$ cat config.mk
export PLATFORM = sky130hd
export DESIGN_NAME = z80_bus_target
export DESIGN_NICKNAME = d
export VERILOG_FILES = /design/src/rtl/z80_bus_target.sv
export SDC_FILE = /design/constraint.sdc
export NUM_CORES = 1
export LEC_CHECK = 0
export CORE_UTILIZATION = 39
export DETAILED_ROUTE_END_ITERATION = 10
export HOLD_SLACK_MARGIN = 0.08
export PLACE_DENSITY = 0.71
export SETUP_SLACK_MARGIN = 0.15
export SYNTH_ARGS = -nofsm -noshare
export SYNTH_HDL_FRONTEND = slang
export SYNTH_SLANG_ARGS = --single-unit
export TNS_END_PERCENT = 5
$ cat constraint.sdc
create_clock -name CLK -period 4.2 [get_ports CLK]
set_input_delay 1.26 -clock CLK [delete_from_list [all_inputs] [get_ports CLK]]
set_output_delay 1.26 -clock CLK [all_outputs]
set_load 0.1 [all_outputs]
$ cat src/rtl/z80_bus_target.sv
// z80_bus_target: Z80 memory-window target with wait-stated back-end handshake and an I/O control/interrupt port.
module z80_bus_target #(
    parameter logic [15:0] MEM_BASE = 16'h8000,
    parameter logic [15:0] MEM_MASK = 16'hC000,
    parameter logic [7:0]  IO_PORT  = 8'h40
) (
    input  logic        CLK,
    input  logic        RESET,
    input  logic        nM1,
    input  logic        nMREQ,
    input  logic        nIORQ,
    input  logic        nRD,
    input  logic        nWR,
    input  logic        nRFSH,
    input  logic [15:0] A,
    input  logic [7:0]  D_in,
    output logic [7:0]  D_out,
    output logic        D_out_en,
    output logic        nWAIT,
    output logic        nINT,
    input  logic        irq,
    output logic        mem_req,
    output logic        mem_we,
    output logic [15:0] mem_addr,
    output logic [7:0]  mem_wdata,
    input  logic [7:0]  mem_rdata,
    input  logic        mem_ack
);
    typedef enum logic [2:0] {IDLE, RD_REQ, RD_DRIVE, WR_WAIT, WR_REQ, DONE} state_t;
    state_t      state_q, state_d;
    logic        mem_req_q, mem_req_d, mem_we_q, mem_we_d, nwait_q, nwait_d;
    logic [15:0] mem_addr_q, mem_addr_d;
    logic [7:0]  mem_wdata_q, mem_wdata_d, d_out_q, d_out_d, ctrl_q, ctrl_d;
    logic        pending_q, pending_d, irq_prev_q, irq_prev_d, ack_q, ack_d;
    logic        mem_sel, io_hit, io_rd, io_wr, int_req, ack_clr;
    always_comb begin
        mem_sel    = !nMREQ && nRFSH && ((A & MEM_MASK) == (MEM_BASE & MEM_MASK));
        io_hit     = !nIORQ && nM1 && (A[7:0] == IO_PORT);
        io_rd      = io_hit && !nRD && !RESET;
        io_wr      = io_hit && !nWR;
        int_req    = pending_q && ctrl_q[0];
        // ack_q keeps the vector on the bus after pending (and hence nINT) has cleared
        ack_d      = !nIORQ && (ack_q || (!nM1 && int_req));
        ack_clr    = !nM1 && !nIORQ && int_req && !ack_q;
        irq_prev_d = irq;
        pending_d  = (irq && !irq_prev_q) || (pending_q && !ack_clr);
        ctrl_d     = io_wr ? D_in : ctrl_q;
    end
    always_comb begin
        state_d     = state_q;
        mem_req_d   = mem_req_q;
        mem_we_d    = mem_we_q;
        mem_addr_d  = mem_addr_q;
        mem_wdata_d = mem_wdata_q;
        d_out_d     = d_out_q;
        nwait_d     = nwait_q;
        case (state_q)
            IDLE: if (mem_sel && (!nRD || nWR)) begin
                state_d    = nRD ? WR_WAIT : RD_REQ;
                mem_addr_d = A;
                mem_req_d  = !nRD;
                mem_we_d   = 1'b0;
                nwait_d    = 1'b0;
            end
            RD_REQ: if (mem_ack) begin
                d_out_d   = mem_rdata;
                mem_req_d = 1'b0;
                nwait_d   = 1'b1;
                state_d   = RD_DRIVE;
            end
            // nRD rising ahead of nMREQ parks in DONE so no cycle restarts before nMREQ is high
            RD_DRIVE: if (nRD || nMREQ) state_d = nMREQ ? IDLE : DONE;
            WR_WAIT: if (!nWR) begin
                mem_wdata_d = D_in;
                mem_req_d   = 1'b1;
                mem_we_d    = 1'b1;
                state_d     = WR_REQ;
            end
            WR_REQ: if (mem_ack) begin
                mem_req_d = 1'b0;
                nwait_d   = 1'b1;
                state_d   = DONE;
            end
            DONE: if (nMREQ) state_d = IDLE;
            default: state_d = IDLE;
        endcase
    end
    always_ff @(posedge CLK or posedge RESET) begin
        if (RESET) begin
            state_q     <= IDLE;
            mem_req_q   <= 1'b0;
            mem_we_q    <= 1'b0;
            mem_addr_q  <= '0;
            mem_wdata_q <= '0;
            d_out_q     <= '0;
            nwait_q     <= 1'b1;
            ctrl_q      <= '0;
            pending_q   <= 1'b0;
            irq_prev_q  <= 1'b0;
            ack_q       <= 1'b0;
        end else begin
            state_q     <= state_d;
            mem_req_q   <= mem_req_d;
            mem_we_q    <= mem_we_d;
            mem_addr_q  <= mem_addr_d;
            mem_wdata_q <= mem_wdata_d;
            d_out_q     <= d_out_d;
            nwait_q     <= nwait_d;
            ctrl_q      <= ctrl_d;
            pending_q   <= pending_d;
            irq_prev_q  <= irq_prev_d;
            ack_q       <= ack_d;
        end
    end
    assign D_out_en  = (state_q == RD_DRIVE && !nRD && !nMREQ) || io_rd || ack_d;
    assign D_out     = io_rd ? {6'b0, pending_q, ctrl_q[0]} : ack_d ? {ctrl_q[7:1], 1'b0} : d_out_q;
    assign nWAIT     = nwait_q;
    assign nINT      = !int_req;
    assign mem_req   = mem_req_q;
    assign mem_we    = mem_we_q;
    assign mem_addr  = mem_addr_q;
    assign mem_wdata = mem_wdata_q;
endmodule

-- Word-level counts from Yosys, hierarchy flattened
Cells that the tools add are included.
- bits in registers: 49
- latch bits: 0
- memory bits (writable): 0
- bits in read-only memories: 0
- input bits: 42
- output and inout port bits: 37
- word-level logic and storage cells: 91
- memories kept: 0
- add/subtract/negate cells: 0
- $mul: 0
- div/mod/pow operators: 0
- $lt $le $gt $ge: 0
- equal/unequal tests: 14
- shift-type cells: 0
- multiplexer cells: 19
- bitwise logic cells: 1
- reductions and logical operators: 46
- operator list (cell ; number):
    $mux 3 ; 7
    $logic_and 1x1->1 ; 18
    $pmux 3 s6 ; 1
    $mux 8 ; 2
    $ne 2x2->1 const B ; 6
    $logic_not 1->1 ; 10
    $eq 8x7->1 const B ; 1
    $eq 3x2->1 const B ; 2
    $eq 3x3->1 const B ; 2
    $logic_or 1x1->1 ; 6
    $reduce_and 2->1 ; 3
    $reduce_and 3->1 ; 2
    $reduce_and 6->1 ; 1
    $mux 1 ; 5
    $pmux 1 s2 ; 2
    $reduce_and 4->1 ; 1
    $reduce_bool 2->1 ; 2
    $eq 3x1->1 const B ; 1
    $logic_not 3->1 ; 1
    $pmux 1 s3 ; 1
    $reduce_bool 3->1 ; 1
    $eq 2x2->1 const B ; 1
    $mux 2 ; 1
    $ne 2x1->1 const B ; 1
    other kinds (2) ; 2

-- Logic depth before layout (Yosys ltp)
Gate-level depths: netlist (run 1).
- depth after elaboration: 7
- depth in mapped cells: 5
- depth with buffers taken out: 4

-- Least setup slack after synthesis (run 1)
Ideal clock, no wire load.
- path type: input to output
- start: input nM1
- end: output D_out[1]
- data arrival time: 3952 ps
- setup slack: -1012 ps
- cell stages on the path: 4
- path buffers: 0
- cell sequence: nor2_1 -> a32oi_4 -> mux2i_1 -> o21ai_0
- cells in the longest elaborated chain, start to end: 6
- RTL lines (what ; line ; source):
    from (decl) ; 9 ; input logic nM1,
    $logic_not 1->1 ; 43 ; ack_d = !nIORQ && (ack_q || (!nM1 && int_req));
    $logic_and 1x1->1 ; 43 ;
    $logic_or 1x1->1 ; 43 ;
    $logic_and 1x1->1 ; 43 ;
    $mux 8 ; 116 ; assign D_out = io_rd ? {6'b0, pending_q, ctrl_q[0]} : ack_d ? {ctrl_q[7:1], 1'b0} : d_out_q;
    $mux 8 (*) ; 116 ;
    to (decl) ; 17 ; output logic [7:0] D_out,
Mark *: on every way between the ends. The rest lies on a longest branch, timed or not.

-- Worst setup path in the final report (run 1)
- start: input A[1]
- end: output D_out[3]
- cells in the longest elaborated chain, start to end: 5
- RTL lines (what ; line ; source):
    from (decl) ; 15 ; input logic [15:0] A,
    $eq 8x7->1 ; 38 ; io_hit = !nIORQ && nM1 && (A[7:0] == IO_PORT);
    $logic_and 1x1->1 ; 38 ;
    $logic_and 1x1->1 (2 in a row) ; 39 ; io_rd = io_hit && !nRD && !RESET;
    $mux 8 ; 116 ;
Every way passes these cells.

==> results of run 1 <==
state kept, by name (all words and copies together), names as in the netlist:
name        cells
d_out_q         8
nWAIT           1
pending_q       1
mem_we          1
mem_req         1
irq_prev_q      1
mem_addr       16
ack_q           1
ctrl_q          8
state_q         3
mem_wdata       8
placed cells by master, fill, tap and decap left out, types with 4 or more instances in the layout:
cell type        netlist  layout
buf_12                 0      10
dfrtp_1               48      48
inv_1                  6       5
nor2_1                11       6
mux2_2                32      32
nor2_2                 0       5
clkdlybuf4s50_1        0      63
o21ai_0                8       6
mux2_4                 6       6
mux2i_1                8       4
buf_4                  0       7
clkbuf_8               0       7
nand2_1               10       9
area by class of cell:
| class | count | area (sq um) | area share, % |
|---|---|---|---|
| flip-flops and latches | 49 | 1227 | 35.61 |
| clock buffers | 7 | 96.34 | 2.795 |
| repair buffers | 87 | 960.9 | 27.88 |
| clock inverters | 1 | 5.005 | 0.1452 |
| well taps | 72 | 90.09 | 2.613 |
| multi-input cells | 112 | 1045 | 30.31 |
| inverters | 6 | 22.52 | 0.6534 |
metrics by stage:
stage          utilization (%)  area (sq um)  TNS, ns  hold slack [ns]  setup slack [ns]
2_1_floorplan                -          2252   -1.192           0.3996           -0.2238
3_3_place_gp             58.67          3251  -0.2479           0.4166          -0.03913
3_5_place_dp             58.67          3251  -0.6548           0.4234          -0.09087
4_1_cts                  61.18          3390        0           0.4494            0.1469
5_1_grt                  62.22          3447        0           0.4857            0.1235
6_report                 62.22          3447        0           0.4409            0.1813
critical path, stage by stage:
cell and delay, ns:
clkdlybuf4s50_1 0.44, nor4b_2 0.32, and4_4 0.34, buf_6 0.14, nor2_1 0.08, buf_12 0.17
routing by layer:
metal / GRT usage (%) / vias up / share of wire (%)
met2: 30.62 / 33 / 51
met4: 6.111 / 0 / 1.3
met5: 0 / - / 0
met1: 23.45 / 820 / 44
li1: - / 792 / -
met3: 3.412 / 6 / 3.1
logic make-up after synthesis:
family	count (synthesis)	synth area share, %
DFF	49	54.59
AOI/OAI and AO/OA	22	7.402
buffers and inverters	13	2.727
and+or+nand+nor	44	11.69
muxes	46	23.60
path summary, 6_finish.rpt:
kind	start	end	slack (ns)	cells past startpoint
hold / removal	irq_prev_q	pending_q	0.44	1
min in group asynchronous	RESET	mem_addr[2]	1.54	2
max in group asynchronous	RESET	mem_wdata[2]	2.06	2
hold reg to reg	irq_prev_q	pending_q	0.44	1
setup reg to reg	state_q[0]	mem_wdata[3]	2.28	3
setup / recovery	A[1]	D_out[3]	0.18	6
what timing repair did:
| action | 4_1_cts | 5_1_grt |
|---|---|---|
| hold buffers | 0 | 0 |
| buffers inserted | 1 | 0 |
| gates resized for setup | 11 | 14 |
| setup endpoints to repair | 9 | 9 |
| cloned | 0 | 0 |
| pin swaps | 2 | 2 |
==> impl_results.md, run 1 <==
- Status: finished clean
- Yosys reg bits: 49
- Via-per-instance ratio: 4.943
- Max_slew headroom: 33.32%
- Mapped Cells: 174
- CP Data Arrival Time: 2.76 ns
- Asr flop ratio synth: 100.0%
- Period utilization: between 90% and 100%
- Placement row count: 27
- CORE AREA: 5540 sq um
- Synth warn: 0
- CTS tree: done
- Synth cell types: 38
- Final setup viols: 0
- Final setup skew: 0.003860 ns
- Setup Crit Path Kind: in2out
- Grt ovf: 0
- DRT Wirelength: ~5000 um
- Placed cells: 325
- Post-DP HPWL: approximately 3700 um
- Syn avg cell area: 12.92 sq um
- Syn Nets: 216
- I/O pin count: 79
- Max FO, Critical Path: 6
- DRC viols: 0
- Mapped Area: about 2200 sq um
- Top-count cell post-synth: dfrtp_1
- Post-synth EDFFs: 0
- Vias in the first global route: 1643
- Htree depth: 2
- CTS Root Cell: clkbuf_8
- Via count: 1651
- GPL Wtd Cong: 0.8383
- Ys flop type: dfrtp_1
- Slew @ Worst Pin: 0.9970 ns
- Startpoint types: input pin
- RSZ-0062 raised after global routing: true
- Seq/Total Area, Yosys: 54.59%
- Die ar.: 6073 sq um
- Finished Layout Cells: 334
- Net count, final: 303
- DRT iter0 DRCs: 37
- Overall routing resource usage: 18.17%
- Fill count: between 400 and 500
- Initial Utilization: 40.58%
- Layout cell share with drive strength beyond 1: 33.97%
- Final Max Tran Viols: 0
- Clk_lat worst skew: 0.30 ns
- Clock buffer count from CTS: 5
- Clk sinks: 49
- DRT Pass-1 Iters: 4
- First-pass GRT wire length: 8452 um
- Synth top area cells: dfrtp_1 (53%), mux2_2 (16%), mux2_4 (4.0%)
- Post-synth top area cell: dfrtp_1
- Post-route ant nets: 0
- DIE HEIGHT: 77.93 um
- Final worst path period need: ~4.0 ns
- P&R area growth vs syn: 53.31%
- Hold crit path type: reg2reg
- Clk buf depth: 2
- DR WL/cell: 15.04 um
- Post-synth top area share: a little over half
- Final Hold Viols: 0
- PortBufs: 78
- CTS clock-pin slew for the worst setup and hold paths: approximately 0.09 ns
- Largest net degree at the start of global routing: 50
- Max-cap violations: 0
- Required @ worst endpoint: 2.94 ns
- Ant diodes: 0
- Most instantiated cells after synthesis: dfrtp_1 (48), mux2_2 (32), nor2_1 (11)
- Initial antenna violation count: 0
- CP Capture Type: output pin
- Die X-Extent: 77.93 um
- Max Freq: 0.2488 GHz
Power of run 1 is left out: the tool's default activity adds up to more than one toggle a clock period on the data nets, which glitch-free logic cannot reach.
==> inputs of run 2 (changes only) <==
--- a/config.mk
+++ b/config.mk
@@ -5,11 +5,11 @@
 export SDC_FILE = /design/constraint.sdc
 export NUM_CORES = 1
 export LEC_CHECK = 0
-export CORE_UTILIZATION = 39
+export CORE_UTILIZATION = 30
 export DETAILED_ROUTE_END_ITERATION = 10
 export HOLD_SLACK_MARGIN = 0.08
-export PLACE_DENSITY = 0.71
 export SETUP_SLACK_MARGIN = 0.15
+export SKIP_CTS_REPAIR_TIMING = 1
 export SYNTH_ARGS = -nofsm -noshare
 export SYNTH_HDL_FRONTEND = slang
 export SYNTH_SLANG_ARGS = --single-unit
==> run 2 against run 1 <==
First-iteration DRC count down 2.7%. Non-clock buffer count increased by 2. Sequential cell count did not move. Clock skew rose by 0.0016 ns. Sequential share of layout area is 0.56 points lower. Critical endpoint is now D_out[0].
==> impl_results.md, run 2 (same netlist as run 1, synthesis figures left out) <==
- Layout cell share with drive strength beyond 1: 33.71%
- Via-per-instance ratio: ~4.6
- Gr busiest metal: met2
- CTS tree: done
- CORE AREA: about 7300 sq um
- Clk_lat worst skew: ~0.30 ns
- Placed cells: 353
- Slew @ Worst Pin: between 1 and 1.5 ns
- R2r startpoint: state_q[0]
- Final instance area: 3502 sq um
- Htree depth: 2
- PortBufs: 78
- Final Hold Viols: 0
- Ant diodes: 0
- Initial antenna violation count: 0
- Max_slew headroom: 30.60%
- Max Freq: around 0.26 GHz
- Initial Utilization: 31.00%
- DRT Pass-1 Iters: 4
- Die ar.: 7845 sq um
- Die X-Extent: ~89 um
- Max reg flops: 16
- FF-to-FF End: mem_wdata[6]
- Reg2Reg Setup Slack: 2.30 ns
- Max-cap violations: 0
- First-pass GRT wire length: 8397 um
- Met2 GRT Util: a little under a quarter
- Largest net degree at the start of global routing: 50
- DR WL/cell: 14.77 um
- Final worst path period need: 3.891 ns
- Commonest non-fill, non-tap cell in the layout: clkdlybuf4s50_1
- Clk buf depth: 2
- Clock buffer count from CTS: 5
- Cell Chain, Critical Path: clkdlybuf4s50_1 > nor2b_1 > and4_4 > buf_4 > o21ai_2 > clkbuf_16
- Post-route ant nets: 0
- P&R area growth vs syn: 55.76%
- DRC viols: 0
- Slowest-stage cell, CP: clkdlybuf4s50_1
- Max FO, Critical Path: 7
- Final Max Tran Viols: 0
- Worst setup path endpoint: D_out[0]
- Final setup viols: 0
- WHS: 0.4343 ns
- Clk sinks: 49
- CP startpoint: A[6]
- Crit. path cell count: 6
- I/O pin count: 79
- Setup Crit Path Kind: in2out
- Required @ worst endpoint: slightly below 3 ns
- Overall routing resource usage: 14.16%
- R2R cell count: 3
- CTS Root Cell: clkbuf_8
- CP bufs+invs: 3
- Hold crit path type: reg2reg
- Grt ovf: 0
- Met1 usage: 19.24%
- Post-DP HPWL: around 3700 um
- Startpoint types: input pin
- Placement row count: 31
- Finished Layout Cells: 363
- GR Util met3: 2.519%
- Via count: roughly 1700
- DRT Wirelength: 5360 um
- Placed inst area: approximately 3300 sq um
- Status: finished clean
- CP Data Arrival Time: 2.63 ns
- RSZ-0062 raised after global routing: false
- Net count, final: 305
- Final setup skew: ~0.0055 ns
- DRT iter0 DRCs: 36
- Period utilization: 92.63%
- CP Capture Type: output pin
- Critical Path Max Stage Delay: 0.47 ns
- CTS clock-pin slew for the worst setup and hold paths: 0.09 ns
- DIE HEIGHT: between 80 and 90 um
- CP delay by family, top: buffers and inverters
- Vias in the first global route: 1633
- Commonest non-fill, non-tap cells in the layout: clkdlybuf4s50_1 (60), dfrtp_1 (48), mux2_2 (32)
- GPL Wtd Cong: 0.8213
## run 2: worst min path at each step
stage          depth (start not counted)        end       start
6_report                               1  pending_q  irq_prev_q
5_1_grt                                1  pending_q  irq_prev_q
4_1_cts                                1  pending_q  irq_prev_q
3_5_place_dp                           1  pending_q  irq_prev_q
3_3_place_gp                           1  pending_q  irq_prev_q
2_1_floorplan                          1  pending_q  irq_prev_q
## run 2: cell type report
type / instances / area [sq um]
clock buffer: 6 / 82.58
sequential: 49 / 1227
tap: 99 / 123.9
inverter: 6 / 22.52
fill: 653 / 3751
clock inverter: 2 / 37.54
multi-input combinational: 112 / 1021
timing repair buffer: 89 / 987.2
## run 2: worst register-to-register path, delay by kind of cell (launching register included)
family | cells | cell delay, ns
and+or+nand+nor | 2 | 0.77
DFF | 1 | 0.63
muxes | 1 | 0.39
## run 2: stage by stage
stage | util [%] | setup TNS (ns) | setup slack (ns)
global route | 48.28 | 0 | 0.2549
global placement | 45.21 | -1.017 | -0.1267
finish | 48.28 | 0 | 0.3094
CTS | 46.87 | -1.379 | -0.1683
detailed placement | 45.21 | -1.354 | -0.1655
floorplan | - | -1.192 | -0.2238
## run 2: routing by layer
layer,part of all wire [%],vias up
met5,0,-
met4,1.3,0
met3,3.4,6
met2,50,39
met1,45,834
li1,-,800
Power of run 2 is left out for the same reason.
